### src/rtl/edge_detector.sv
// Brings an asynchronous line into the sys_clk domain and emits a one-cycle strobe
// on the selected transition. Output is held quiet until the synchroniser has refilled after reset.
`timescale 1ns/100ps
module edge_detector #(
    parameter int FALL_EDGE   = 0,
    parameter int SYNC_STAGES = 2
) (
    input  logic sys_clk,
    input  logic rst,
    input  logic sig,
    output logic edge_sig
);

    localparam int               CNT_W   = $clog2(SYNC_STAGES + 2);
    localparam logic [CNT_W-1:0] ARM_CNT = CNT_W'(SYNC_STAGES + 1);

    generate
        if (SYNC_STAGES < 2 || SYNC_STAGES > 8) begin : g_bad_stages
            $error("edge_detector: SYNC_STAGES must be in 2..8");
        end
    endgenerate

    logic [SYNC_STAGES-1:0] sync_q, sync_d;
    logic                   prev_q, prev_d;
    logic [CNT_W-1:0]       arm_cnt_q, arm_cnt_d;
    logic                   edge_q, edge_d;
    logic                   sync_out;
    logic                   armed;
    logic                   detect;

    always_comb begin
        sync_out  = sync_q[SYNC_STAGES-1];
        armed     = (arm_cnt_q == ARM_CNT);
        detect    = (FALL_EDGE != 0) ? (~sync_out & prev_q) : (sync_out & ~prev_q);

        sync_d    = {sync_q[SYNC_STAGES-2:0], sig};
        prev_d    = sync_out;
        // Saturates at ARM_CNT so the strobe stays enabled until the next reset.
        arm_cnt_d = armed ? arm_cnt_q : arm_cnt_q + CNT_W'(1);
        edge_d    = detect & armed;
    end

    always_ff @(posedge sys_clk) begin
        if (!rst) begin
            sync_q    <= '0;
            prev_q    <= 1'b0;
            arm_cnt_q <= '0;
            edge_q    <= 1'b0;
        end else begin
            sync_q    <= sync_d;
            prev_q    <= prev_d;
            arm_cnt_q <= arm_cnt_d;
            edge_q    <= edge_d;
        end
    end

    assign edge_sig = edge_q;

endmodule

### config.mk
export PLATFORM = sky130hd
export DESIGN_NAME = edge_detector
export DESIGN_NICKNAME = d
export VERILOG_FILES = /design/src/rtl/edge_detector.sv
export SDC_FILE = /design/constraint.sdc
export NUM_CORES = 1
export LEC_CHECK = 0
export ABC_AREA = 1
export BUFFER_PORTS_ARGS = -buffer_cell sky130_fd_sc_hd__buf_2
export CORE_AREA = 2 2 39 41
export CTS_CLUSTER_DIAMETER = 200
export DETAILED_ROUTE_END_ITERATION = 12
export DIE_AREA = 0 0 41 43
export PLACE_DENSITY_LB_ADDON = 0.3
export SYNTH_ARGS = -nofsm -noshare
export SYNTH_HDL_FRONTEND = slang
export SYNTH_SLANG_ARGS = --single-unit
### constraint.sdc
create_clock -name sys_clk -period 1.55 [get_ports sys_clk]
set_input_delay 0.2325 -clock sys_clk [delete_from_list [all_inputs] [get_ports sys_clk]]
set_output_delay 0.2325 -clock sys_clk [all_outputs]
set_load 0.03 [all_outputs]
==> impl_metrics.toml, run 1 <==
[worst_setup_path]
arrival_ns = 0.72
timing.rr.end = "arm_cnt_q[0]"
rrSetupSlack_ns = 0.66
r2r-start = "arm_cnt_q[0]"
reg2reg_depth = 4
worstPathMaxFanout = 1
worstSetupPathType = "reg -> out"
critical_path.cell_chain = "buf_2"
cp.required_ns = 1.32
critPathLaunchType = "flip-flop"
crit_family = "flip-flops"
max_stage_delay_ns = 0.30
crit_buf_inv = 1
worstSetupEndpointType = "output port"
slowest_stage = "dfxtp_1"

[clocking]
cts_resized = 0
cts_inserted_buffers = 3
clockBufferDepth = 2
cts_tree = "done"
clk_pin_slew_ns = 0.04
cts.sinks = 6
root_buffer = "clkbuf_4"
clk_latency_ns = 0.24
cts-hold-fix-buffers = 0
cts_max_level = 1
post-cts-setup-buffer-count = 0

[sta]
setup_tns_ns = 0
clock-skew-final_ns = 0.00217
maxSlewViolCount = 0
finalWorstPathRequiredPeriod_ns = 0.950
period_share_pct = 61.3
fmax_ghz = 1.05
slew_headroom_pct = 89.9
setup_viol = 0
grt_setup_unrepaired = "false"
hold_slack_ns = 0.176
tightest_slew_ns = 0.152
hold_violations = 0

[synthesis]
syn_avg_cell_area_um2 = 8.55
synth-edff-count = 0
syn_area_um2 = 205
synth_top_area_cell = "dfxtp_1"
ys_seq_area_share_pct = 58.5
synth_cell_types = 8
synth.area.top_cells = "dfxtp_1 (59%), nand2_1 (11%), inv_1 (7.3%)"
synth_top_area_share_pct = 58.5
ys_warn_count = 0
syn-num-nets = 28
netlist_instances = 24
ys.flop_type = "dfxtp_1"
synthTopCellsByCount = "dfxtp_1 (6), nand2_1 (6), inv_1 (4), nor2_1 (4)"
synthArstFlopShare_pct = 0
ys_ff_latch = 6

[finish]
synthToLayoutAreaGrowth_pct = 28.0
drive_above_1_share_pct = 30.0
antenna_cells = 0
register_area_um2 = 120
fillerInstances = 150
nets = 36
multi_input_area_um2 = 66.3

[die]
core.rowCount = 14
die-width_um = 41
die_y_um = 43
top_level_ports = 4
core_um2 = 1380
start_util_pct = 14.8
die_area_um2 = 1760

[power]
p_switching_mw = 0.0799
p_comb_share_pct = 10.5
p_leak_nw = 0.140
power_density_nw_per_um2 = 1340
total_power_mw = 0.353
seqPwrFrac_pct = 50.0
p_int_mw = 0.273
power.share.clock_pct = 39.5
netSwitchingFraction_pct = 22.6
peakVddDrop_v = 0.000597

[place]
io_buffers = 3
place.gp.congestion = 0.553

[hold_path]
hold_depth = 3
min_from = "sig"
min_to = "sync_q[0]"
min_path_type = "in -> reg"

[global_route]
antenna_found_initial = 0
grt_pass1_wl_um = 462
overflow = 0
grt_start_max_net_pins = 6
grt.total_usage_pct = 4.75
grt_pass1_vias = 128

[routing]
wl_per_cell_um = 5.50
ant_nets = 0
wirelength_um = 253
via_count = 141
drt-initial-drc-count = 0
vias_per_cell = 3.07
drc = 0
dr.pass1.iters = 1

[run_status]
status = "finished, final reports clean"

[job]
maxCapViolations = 0
how the worst max path moves through the flow:
| stage | start | to | slack (ns) | cells after the start |
|---|---|---|---|---|
| after global routing | edge_sig | edge_sig | 0.55 | 1 |
| after detailed placement | arm_cnt_q[0] | arm_cnt_q[0] | 0.66 | 4 |
| after global placement | arm_cnt_q[0] | arm_cnt_q[0] | 0.68 | 5 |
| after CTS | edge_sig | edge_sig | 0.59 | 1 |
| final | edge_sig | edge_sig | 0.60 | 1 |
| after floorplan | arm_cnt_q[0] | arm_cnt_q[1] | 0.71 | 3 |
area by class of cell:
type / count / share of cell area, %
tap: 16 / 7.62
multi-input combinational: 13 / 25.2
sequential: 6 / 45.7
clock buffer: 3 / 8.57
timing repair buffer: 3 / 5.71
inverter: 5 / 7.14
sequential cells by signal, indices dropped and copies added, names as in the netlist:
register / cells
arm_cnt_q: 2
prev_q: 1
sync_q: 2
edge_sig: 1
worst min-delay path, delay by kind of cell:
family	cells	cell delay, ns
buffers and inverters	2	0.12
AND/OR/NAND/NOR	1	0.04
layout by cell type (no fill, tap or decap):
cell	count
buf_2	3
clkbuf_4	3
dfxtp_1	6
ha_1	1
inv_1	4
inv_2	1
nand2_1	6
nand2_2	1
nor2_1	4
nor3_2	1
metal layers:
layer	up-vias	part of all wire, %	GRT usage, %
met1	53	47	4.59
met3	0	17	7.85
met5	-	0	0
li1	81	-	-
met2	7	35	4.69
met4	0	0	2.00
cell families (layout without fill, tap and decap cells):
group                    after synthesis  after routing  share of synthesized area [%]
flip-flops                             6              6                           58.5
AND/OR/NAND/NOR                       12             12                           26.2
adder cells (fa/ha/maj)                1              1                           6.10
buffers and inverters                  5             11                           9.14
metrics by stage:
stage / util [%] / cells / cell area [µm²] / setup WS [ns]
global placement: 17.4 / 43 / 240 / 0.681
global route: 19.0 / 46 / 263 / 0.554
finish: 19.0 / 46 / 263 / 0.600
CTS: 19.0 / 46 / 263 / 0.587
detailed placement: 17.4 / 43 / 240 / 0.663
floorplan: - / 24 / 205 / 0.714
power groups by stage:
| stage | sequential [mW] | combinational [mW] | clock (mW) |
|---|---|---|---|
| 2_1_floorplan | 0.178 | 0.0299 | 0 |
| 3_3_place_gp | 0.178 | 0.0366 | 0 |
| 3_5_place_dp | 0.179 | 0.0377 | 0 |
| 4_1_cts | 0.176 | 0.0379 | 0.147 |
| 5_1_grt | 0.177 | 0.0433 | 0.164 |
| 6_report | 0.176 | 0.0369 | 0.139 |
No activity file was read; power rests on OpenSTA's default activity.
==> run 2: changes to the inputs <==
clock period = 0.85 ns   (was 1.55 ns; I/O delays follow)
==> run 2 against run 1 <==
Effect of this change:
- critical path depth is the same
- wire length up 12%
- register-to-register slack got worse by 0.61 ns
- flip-flop and latch count is the same
- clock skew shrank 0.0011 ns
- critical path type unchanged
- critical endpoint unchanged
- largest cell class unchanged
==> impl_metrics.toml, run 2 (same netlist as run 1, synthesis figures left out) <==
[clocking]
cts_inserted_buffers = 3
cts_max_level = 1
cts.sinks = 6
clockBufferDepth = 2
root_buffer = "clkbuf_4"
post-cts-setup-buffer-count = 0
cts_tree = "done"
clk_latency_ns = 0.24
clk_pin_slew_ns = 0.04

[sta]
setup_tns_ns = 0
setup_viol = 0
slew_headroom_pct = 93.1
fmax_ghz = 1.23
setup_slack_ns = 0.0382
period_share_pct = 95.5
finalWorstPathRequiredPeriod_ns = 0.812
hold_violations = 0
grt_setup_unrepaired = "false"
clock-skew-final_ns = 0.00109
maxSlewViolCount = 0
tightest_slew_ns = 0.103

[power]
peakVddDrop_v = 0.000711
power_density_nw_per_um2 = 2370
total_power_mw = 0.688
p_leak_nw = 0.145

[job]
maxCapViolations = 0

[global_route]
antenna_found_initial = 0
grt_start_max_net_pins = 6
grt_pass1_wl_um = 393
grt_pass1_vias = 110
grt.total_usage_pct = 4.24
overflow = 0

[place]
place_worst_setup_slack_ns = -0.00972
post-dp-hpwl_um = 198
dp.cells = 44
io_buffers = 3
place.gp.congestion = 0.652
postPlaceCellArea_um2 = 248

[worst_setup_path]
critPathLaunchType = "flip-flop"
crit_buf_inv = 1
crit_family = "flip-flops"
arrival_ns = 0.68
max_stage_delay_ns = 0.30
reg2reg_depth = 5
slowest_stage = "dfxtp_1"
worstPathMaxFanout = 1
cp.depth = 1
worstSetupPathType = "reg -> out"
worstSetupEndpointType = "output port"
cp.required_ns = 0.72
critical_path.cell_chain = "buf_4"

[routing]
wl_per_cell_um = 6.04
drt-initial-drc-count = 0
vias_per_cell = 3.26
drc = 0
ant_nets = 0
wirelength_um = 284
via_count = 153
dr.pass1.iters = 1

[die]
core_um2 = 1380
die-width_um = 41
start_util_pct = 14.8
die_y_um = 43
core.rowCount = 14
top_level_ports = 4
die_area_um2 = 1760

[finish]
antenna_cells = 0
layout_common_cells = "nand2_1 (6), inv_1 (4), dfxtp_1 (4), nor2_1 (3), clkbuf_4 (3)"
register_area_um2 = 123
final_common_cell = "nand2_1"
multi_input_area_um2 = 81.3
nets = 37
synthToLayoutAreaGrowth_pct = 41.5
drive_above_1_share_pct = 45.2
top_regs = "arm_cnt_q (2), sync_q (2)"
fin_cells = 47
fin_area_um2 = 290
fillerInstances = 148

[hold_path]
min_path_type = "in -> reg"
hold_depth = 3

[run_status]
status = "finished, final reports clean"
[run 2: cell count changes in the layout (fill, tap and decap cells not counted)]
cell | before | now
buf_2 | 3 | 2
nor2_1 | 4 | 3
dfxtp_2 | 0 | 2
buf_4 | 0 | 2
ha_1 | 1 | 0
dfxtp_1 | 6 | 4
ha_4 | 0 | 1
nor2_2 | 0 | 1
[run 2: routing by layer]
metal | global-route usage, % | share of wire [%]
met5 | 0 | 0
met2 | 3.75 | 39
met4 | 2.00 | 0
met3 | 7.85 | 15
met1 | 3.93 | 46
[run 2: metrics by stage]
stage / hold slack [ns] / utilization (%)
3_5_place_dp: 0.310 / 17.9
5_1_grt: 0.0763 / 21.0
6_report: 0.0641 / 21.0
2_1_floorplan: 0.221 / -
3_3_place_gp: 0.303 / 17.9
4_1_cts: 0.0553 / 19.7
[run 2: final timing paths]
check	from	endpoint	slack, ns
min reg2reg	prev_q	edge_sig	0.40
min	sig	sync_q[0]	0.06
max	edge_sig	edge_sig	0.04
max reg2reg	arm_cnt_q[0]	arm_cnt_q[0]	0.05
[run 2: repair_timing]
item                                    CTS  global route
hold endpoints to repair                  0             0
pin swaps                                 0             1
cloned                                    0             0
hold buffers                              0             0
endpoints found under the setup margin    3             3
gates resized for setup                   1             5
[run 2: final cells by class]
type                            instances  area share, %
Tap cell                               16           6.90
Sequential cell                         6           42.2
Timing Repair Buffer                    4           8.62
Clock buffer                            3           7.76
Inverter                                5           6.47
Multi-Input combinational cell         13           28.0
[run 2: tightest hold or removal path, cell delays in order]
cell     delay (ns)
buf_2          0.07
nand2_1        0.04
inv_1          0.04
[run 2: report_power, final]
part / total, mW / internal (mW) / leakage, nW / switching (mW)
Combinational: 0.104 / 0.0560 / 0.0815 / 0.0479
Sequential: 0.333 / 0.312 / 0.0499 / 0.0205
Clock: 0.252 / 0.159 / 0.0138 / 0.0925
Total: 0.688 / 0.527 / 0.145 / 0.161
==> run 3: changes to the inputs <==
ABC_AREA = unset   (was 1)
==> run 3 against run 2 <==
Effect of this change:
- critical path depth up 2
- design area fell by 3.4%
- first-iteration DRC count did not move
- total power increased by 1.2%
- critical path type is now reg -> reg
==> impl_metrics.toml, run 3 <==
[routing]
vias_per_cell = 3.32
drt-initial-drc-count = 0
wirelength_um = 283
drc = 0
via_count = 126
dr.pass1.iters = 1
wl_per_cell_um = 7.45
ant_nets = 0

[clocking]
clk_pin_slew_ns = 0.04
cts_tree = "done"
clockBufferDepth = 2
cts_inserted_buffers = 3
cts.sinks = 6
cts_max_level = 1
root_buffer = "clkbuf_4"
cts-hold-fix-buffers = 0
clk_latency_ns = 0.25

[finish]
synthToLayoutAreaGrowth_pct = 44.5
layout_common_cells = "dfxtp_1 (4), clkbuf_4 (3)"
nets = 28
final_util_pct = 20.3
final_common_cell = "dfxtp_1"
drive_above_1_share_pct = 54.5
top_regs = "arm_cnt_q (2), sync_q (2)"
antenna_cells = 0

[sta]
slew_headroom_pct = 91.4
setup_slack_ns = 0.00375
setup_viol = 0
hold_violations = 0
period_share_pct = 99.6
grt_setup_unrepaired = "true"
fmax_ghz = 1.18
maxSlewViolCount = 0
tightest_slew_ns = 0.125
clock-skew-final_ns = 0.00850
hold_slack_ns = 0.0995
finalWorstPathRequiredPeriod_ns = 0.846

[global_route]
grt_pass1_wl_um = 393
grt_start_max_net_pins = 6
grt.total_usage_pct = 4.52
antenna_found_initial = 0
overflow = 0
grt_pass1_vias = 103

[synthesis]
synth-edff-count = 0
synthArstFlopShare_pct = 0
syn-num-nets = 19
syn_area_um2 = 194
synth_top_area_share_pct = 61.9
synth_top_area_cell = "dfxtp_1"
ys_warn_count = 0
netlist_instances = 15
ys_ff_latch = 6
synth_cell_types = 8
syn_avg_cell_area_um2 = 12.9
synthTopCellsByCount = "dfxtp_1 (6), and2_1 (2), and2_2 (2)"
synthMostInstantiatedCell = "dfxtp_1"
ys.flop_type = "dfxtp_1"
ys_seq_area_share_pct = 61.9
synth.area.top_cells = "dfxtp_1 (62%), and2_2 (7.7%), and2_1 (6.5%)"

[power]
p_leak_nw = 0.115
power_density_nw_per_um2 = 2480
peakVddDrop_v = 0.00127

[hold_path]
min_from = "sig"
min_to = "sync_q[0]"
min_path_type = "in -> reg"
hold_depth = 2

[worst_setup_path]
r2r-start = "arm_cnt_q[1]"
worstPathMaxFanout = 3
rrSetupSlack_ns = 0.004
arrival_ns = 0.97
reg2reg_depth = 3
critPathLaunchType = "flip-flop"
timing.rr.end = "arm_cnt_q[1]"
worstSetupPathType = "reg -> reg"
cp.required_ns = 0.98
worstSetupEndpointType = "flip-flop"

[die]
core_um2 = 1380
die-width_um = 41
start_util_pct = 14.0
top_level_ports = 4
die_area_um2 = 1760
core.rowCount = 14
die_y_um = 43

[job]
maxCapViolations = 0

[place]
place.gp.congestion = 0.487
place_worst_setup_slack_ns = -0.0425
io_buffers = 3

[run_status]
status = "finished, final reports clean"
## run 3: changes by cell type after synthesis, moves of 2 or more
cell / previous run / this run
inv_1: 4 / 0
and2_2: 0 / 2
nand2_1: 6 / 0
and2_1: 0 / 2
nor2_1: 4 / 0
## run 3: how the worst max path moves through the flow
stage | depth (start not counted) | start | endpoint
final | 3 | arm_cnt_q[1] | arm_cnt_q[1]
after global routing | 3 | arm_cnt_q[1] | arm_cnt_q[1]
after CTS | 3 | arm_cnt_q[1] | arm_cnt_q[1]
after detailed placement | 3 | arm_cnt_q[1] | arm_cnt_q[1]
after global placement | 3 | arm_cnt_q[1] | arm_cnt_q[1]
after floorplan | 3 | arm_cnt_q[0] | arm_cnt_q[0]
## run 3: power breakdown
part / internal, mW / switching [mW]
clock network: 0.160 / 0.104
logic: 0.0619 / 0.0332
registers: 0.315 / 0.0220
total: 0.537 / 0.159
## run 3: stage by stage
| stage | instances | area (µm²) | setup TNS, ns | power [mW] |
|---|---|---|---|---|
| 2_1_floorplan | 15 | 198 | -0.0119 | 0.387 |
| 3_5_place_dp | 35 | 240 | -0.0770 | 0.418 |
| 6_report | 38 | 280 | 0 | 0.696 |
| 5_1_grt | 38 | 280 | -0.0367 | 0.735 |
| 4_1_cts | 38 | 277 | -0.00590 | 0.705 |
| 3_3_place_gp | 35 | 240 | -0.0474 | 0.412 |
## run 3: critical path, cell delays in order (launching register included)
cell,delay [ns]
dfxtp_2,0.34
ha_4,0.15
mux2i_1,0.18
nor2b_1,0.06
## run 3: layout make-up
class,instances,area [µm²]
well taps,16,20.0
clock buffers,3,22.5
fillers,154,1100
flip-flops and latches,6,123
repair buffers,4,28.8
multi-input cells,9,86.3
## run 3: timing repair
item                                    4_1_cts  5_1_grt
pin swaps                                     2        1
endpoints found under the setup margin        3        3
resized for setup                             3        1
buffers inserted                              0        0
## run 3: per-layer routing
layer  global-route usage, %  wire, µm  vias up
li1                        -         -       62
met1                    3.86       115       57
met2                    3.75       111        7
met3                    9.42        56        0
met4                    2.00         0        0
met5                       0         0        -
## run 3: kinds of logic after synthesis
| logic type | count (synthesis) | share of synthesized area, % |
|---|---|---|
| and+or+nand+nor | 6 | 21.9 |
| muxes | 1 | 5.16 |
| DFF | 6 | 61.9 |
| xor gates and xnor gates | 1 | 4.52 |
| adders and majority gates | 1 | 6.45 |
